`config.mk`:
```
export PLATFORM = sky130hd
export DESIGN_NAME = et_sng
export DESIGN_NICKNAME = d
export VERILOG_FILES = /design/src/rtl/et_sng_pkg.sv /design/src/rtl/et_sng_sel_gen.sv /design/src/rtl/et_sng.sv
export SDC_FILE = /design/constraint.sdc
export NUM_CORES = 1
export LEC_CHECK = 0
export BUFFER_PORTS_ARGS = -buffer_cell sky130_fd_sc_hd__buf_4
export CAP_MARGIN = 15
export CORE_AREA = 4 4 75 77
export DETAILED_ROUTE_END_ITERATION = 12
export DIE_AREA = 0 0 79 81
export PLACE_DENSITY_LB_ADDON = 0.12
export SLEW_MARGIN = 10
export SYNTH_ARGS = -nofsm -noshare
export SYNTH_HDL_FRONTEND = slang
export SYNTH_SLANG_ARGS = --single-unit
```
`constraint.sdc`:
```
create_clock -name clk -period 3.41 [get_ports clk]
set_input_delay 0.682 -clock clk [delete_from_list [all_inputs] [get_ports clk]]
set_output_delay 0.682 -clock clk [all_outputs]
set_load 0.005 [all_outputs]
```
`src/rtl/et_sng_pkg.sv`:
```
// et_sng_pkg: shared FSM state encoding and stream counter width helper for et_sng
package et_sng_pkg;
  typedef enum logic [1:0] {IDLE, RUN, DONE} state_t;
  function automatic int cnt_w(input int w);
    return $clog2((1 << w) + 1);
  endfunction
endpackage

```
`src/rtl/et_sng_sel_gen.sv`:
```
// et_sng_sel_gen: trailing-zero count of cnt decoded to MSB-first one-hot sel (sel=0 once cnt=2^W); in cnt, out sel
module et_sng_sel_gen
  import et_sng_pkg::*;
#(
  parameter int W  = 8,
  parameter int CW = cnt_w(W)
) (
  input  logic [CW-1:0] cnt,
  output logic [W-1:0]  sel
);
  localparam int TW = $clog2(CW + 1);
  logic [TW-1:0] t;
  always_comb begin
    t = TW'(CW);
    for (int i = CW - 1; i >= 0; i--) t = cnt[i] ? TW'(i) : t;
  end
  always_comb begin
    sel = '0;
    for (int i = 0; i < W; i++) sel[i] = t == TW'(W - 1 - i);
  end
endmodule

```
`src/rtl/et_sng.sv`:
```
// et_sng: early-terminating SNG; in start/Bxs/S/k_init/bs_ready, out bs/bs_valid/bs_last/busy/done, sync active-low rst_n
module et_sng
  import et_sng_pkg::*;
#(
  parameter int W        = 8,
  parameter int N        = 2,
  parameter int S_GROUPS = 2
) (
  input  logic                         clk,
  input  logic                         rst_n,
  input  logic                         start,
  input  logic [N-1:0][W-1:0]          Bxs,
  input  logic [S_GROUPS-1:0][W-1:0]   S,
  input  logic [W-1:0]                 k_init,
  output logic [N-1:0]                 bs,
  output logic                         bs_valid,
  input  logic                         bs_ready,
  output logic                         bs_last,
  output logic                         busy,
  output logic                         done
);
  localparam int CW = cnt_w(W);
  if (S_GROUPS != 1 && S_GROUPS != N) begin : g_bad_groups
    $error("et_sng: S_GROUPS must be 1 or N");
  end
  state_t                       state;
  logic [N-1:0][W-1:0]          bxr;
  logic [S_GROUPS-1:0][W-1:0]   sr;
  logic [CW-1:0]                cnt;
  logic [CW-1:0]                rem;
  logic [W-1:0]                 sel;
  assign bs_valid = state == RUN;
  assign busy     = state == RUN;
  assign done     = state == DONE;
  assign bs_last  = bs_valid && rem == CW'(1);
  et_sng_sel_gen #(.W(W), .CW(CW)) u_sel (
    .cnt(cnt),
    .sel(sel)
  );
  for (genvar j = 0; j < N; j++) begin : g_bs
    assign bs[j] = bs_valid & |(bxr[j] & sr[S_GROUPS == 1 ? 0 : j] & sel);
  end
  always_ff @(posedge clk) begin
    if (!rst_n) begin
      state <= IDLE;
      bxr   <= '0;
      sr    <= '0;
      cnt   <= '0;
      rem   <= '0;
    end else if (state == IDLE) begin
      if (start) begin
        state <= RUN;
        bxr   <= Bxs;
        sr    <= S;
        cnt   <= CW'(1);
        rem   <= k_init == '0 ? CW'(1) << W : CW'(k_init);
      end
    end else if (state == RUN) begin
      if (bs_ready) begin
        cnt <= cnt + CW'(1);
        rem <= rem - CW'(1);
        if (rem == CW'(1)) state <= DONE;
      end
    end else begin
      state <= IDLE;
    end
  end
endmodule

```
==> qor.txt <==
Post-layout nets = 410
Vias/cell = 5.459
CTS H-Tree Depth = 2
Leak Pwr = 1.170 nW
Cell Area, Synth = 0.002631 mm²
Peak VDD IR = 0.0003093 V
Unrepaired setup endpoints after global routing = no
#FFs+latches synth = 52
Fin. max-slew vios = 0
Final worst clock skew = 0.01051 ns
CP peak stage delay = 0.57 ns
Reg clk slew, reported paths = 0.09 ns
Floorplan Core Area = 0.005010 mm²
Avg Inst Size Synth = 7.974 µm²
Mux cell area share after synthesis = 1.379%
Distinct cells, synth = 55
Post-route ant nets = 0
HP Class = flip-flop to flip-flop
IO buf count = 49
CP max FO = 10
Period utilization = 81.93%
PostCTS Resize Cnt = 0
Final wirelength = 5.989 mm
Share of cells above drive strength 1 = 18.68%
Fin Setup TNS = 0 ns
Sequential cell area = 0.001041 mm²
XOR/XNOR Fraction of Synth Area = 1.331%
Layout Cells excl Fill = 434
Synth Flop Type = dfxtp_1
Die Width = 79 µm
Mapped Nets = 377
Met3 Use GR = 3.659%
ANT cells = 0
Clk_lat worst skew = 0.31 ns
CTS tree = done
GR Util All Layers = 19.61%
Initial Utilization = 52.52%
Startpoint type of the worst setup path = flip-flop
CTS hold repair buffers = 0
M1 GR Usage = 26.24%
Root buffer cell = clkbuf_8
GR peak layer = met2
Most frequent cells in the layout = 80 x nand2_1, 52 x dfxtp_1, 52 x buf_4, 34 x a21boi_1, 19 x nor2_1
Worst EP arrival = 2.11 ns
Die area = 0.006399 mm²
Dpl cells = 426
Area growth syn-to-layout = 16.64%
Kind of critical path = flip-flop to output port
Synth Area in Simple Gates = 29.20%
Finish-stage setup viols = 0
Asr flop ratio synth = 0%
Worst EP required = 2.73 ns
Maximum buffer depth of the clock tree = 2
Total congestion overflow = 0
Number of enable flip-flop cells after synthesis = 0
Sequential share of the synthesized area = 39.56%
Gp weighted congestion = 0.8568
Area used by multi-input combinational logic = 0.001441 mm²
# rows = 26
Crit-path cells = nor2_1, a221oi_1, mux2_2, o211ai_1, buf_4
Slew margin rel. = 52.53%
R2R Setup Slk = 1.36 ns
Sink Count = 52
Post-synthesis compound-gate area fraction = 21.45%
Via count = 2369
Largest net degree at the start of global routing = 49
Area contributors post-synth = dfxtp_1 40%, nand2_1 11%, a21boi_1 9.7%
# IOs = 50
Cell taking the most area after synthesis = dfxtp_1
Hold slack final = 0.4566 ns
Yosys top cell area share = 39.56%
First-pass GRT wire length = 9.956 mm
Ys Warns = 0
DRT Pass-1 Iters = 4
Nature of the critical path endpoint = output port
Pwr/cell area = 407.0 mW/mm²
Outcome = complete, no violations
Die Ht = 81 µm
Met2 global-route usage = 29.80%
Fmax = 0.3579 GHz
Placed wire-length estimate = 4.350 mm
DRC viols = 0
Worst Tran Pin Value = 0.7105 ns
Cells after Synth = 330
CP max stage cell = dfxtp_1
First DRT Iteration DRCs = 120
Area share of fa/ha/maj cells after synthesis = 1.427%
Commonest non-fill, non-tap cell in the layout = nand2_1
Initial antenna violation count = 0
Main combinational cell family by area after synthesis = simple AND/OR/NAND/NOR gates
DR WL/cell = 13.80 µm
Final hold violation count = 0
Setup bufs post-CTS = 0
Maxcap violations = 0
# fillers = 520
Total CTS buffers = 5
Vias in the first global route = 2138
Post-layout min period = 2.794 ns
## worst paths after layout
kind	depth (start not counted)	from	endpoint
min reg2reg	2	sr[10]$_SDFFE_PN0P_	sr[10]$_SDFFE_PN0P_
max	5	cnt[4]$_SDFFE_PN0P_	bs[1]
max reg2reg	5	state[1]$_SDFFE_PN0P_	cnt[4]$_SDFFE_PN0P_
min	2	sr[10]$_SDFFE_PN0P_	sr[10]$_SDFFE_PN0P_
## cell type report
| cell class | count | area share [%] |
|---|---|---|
| Clock inverter | 3 | 0.6930 |
| Inverter | 5 | 0.6115 |
| Sequential cell | 52 | 33.92 |
| Timing Repair Buffer | 52 | 12.72 |
| Tap cell | 70 | 2.854 |
| Multi-Input combinational cell | 247 | 46.96 |
| Clock buffer | 5 | 2.242 |
## cell usage after synthesis (2+ instances only)
cell type / number
nor2b_1: 6
o21ai_0: 4
o21a_1: 2
xnor2_1: 4
nor3_1: 8
o21ai_1: 9
nand4b_1: 2
buf_2: 5
nand3_1: 8
buf_4: 3
nor4_1: 6
a41oi_1: 2
a21boi_1: 34
or2_1: 2
and3_1: 5
nand2_1: 80
o211ai_1: 3
a211oi_1: 2
a31oi_1: 3
clkbuf_1: 16
dfxtp_1: 52
mux2_2: 2
or3_1: 2
o221a_1: 2
nor3b_1: 2
buf_6: 2
nor2_1: 19
ha_1: 3
or4_1: 2
o221ai_1: 2
a21oi_1: 8
inv_1: 4
and2_1: 2
o31ai_1: 3
## cells by family (layout without fill, tap and decap cells)
| family | count (synthesis) | count (layout) |
|---|---|---|
| buf+inv | 31 | 65 |
| mux | 3 | 3 |
| simple gates | 157 | 157 |
| fa+ha+maj | 3 | 3 |
| compound gates | 80 | 80 |
| xor+xnor | 4 | 4 |
| flops | 52 | 52 |
## sequential cells by signal, summed over array words and instances (netlist names)
| register | count |
|---|---|
| sr | 16 |
| bxr | 16 |
| state | 2 |
| cnt | 9 |
| rem | 9 |
## where the power goes
part / leakage (nW) / switching (mW) / internal (mW)
sequential: 0.426 / 0.0341 / 0.646
clock: 0.0445 / 0.204 / 0.146
combinational: 0.699 / 0.114 / 0.105
## critical path, delay by kind of cell, from the launching register on
kind | cells | cell delay, ns
compound gates | 2 | 0.61
flops | 1 | 0.57
mux | 1 | 0.40
buf+inv | 1 | 0.14
simple gates | 1 | 0.10
## metal layers
layer  share of wire, %  vias up
met4                3.3        0
met5                  0        -
met1                 47     1083
met2                 46       56
li1                   -     1217
met3                4.1       13
## metrics by stage
| stage | instance area, µm² | total power, mW | utilization (%) | setup slack, ns |
|---|---|---|---|---|
| 2_1_floorplan | 2631 | 0.8392 | - | 1.174 |
| 3_3_place_gp | 2979 | 0.9095 | 59.47 | 1.062 |
| 3_5_place_dp | 2979 | 0.9131 | 59.47 | 0.9177 |
| 4_1_cts | 3069 | 1.262 | 61.26 | 0.5801 |
| 5_1_grt | 3069 | 1.321 | 61.26 | 0.4685 |
| 6_report | 3069 | 1.249 | 61.26 | 0.6163 |
No activity file was read; power rests on OpenSTA's default activity.
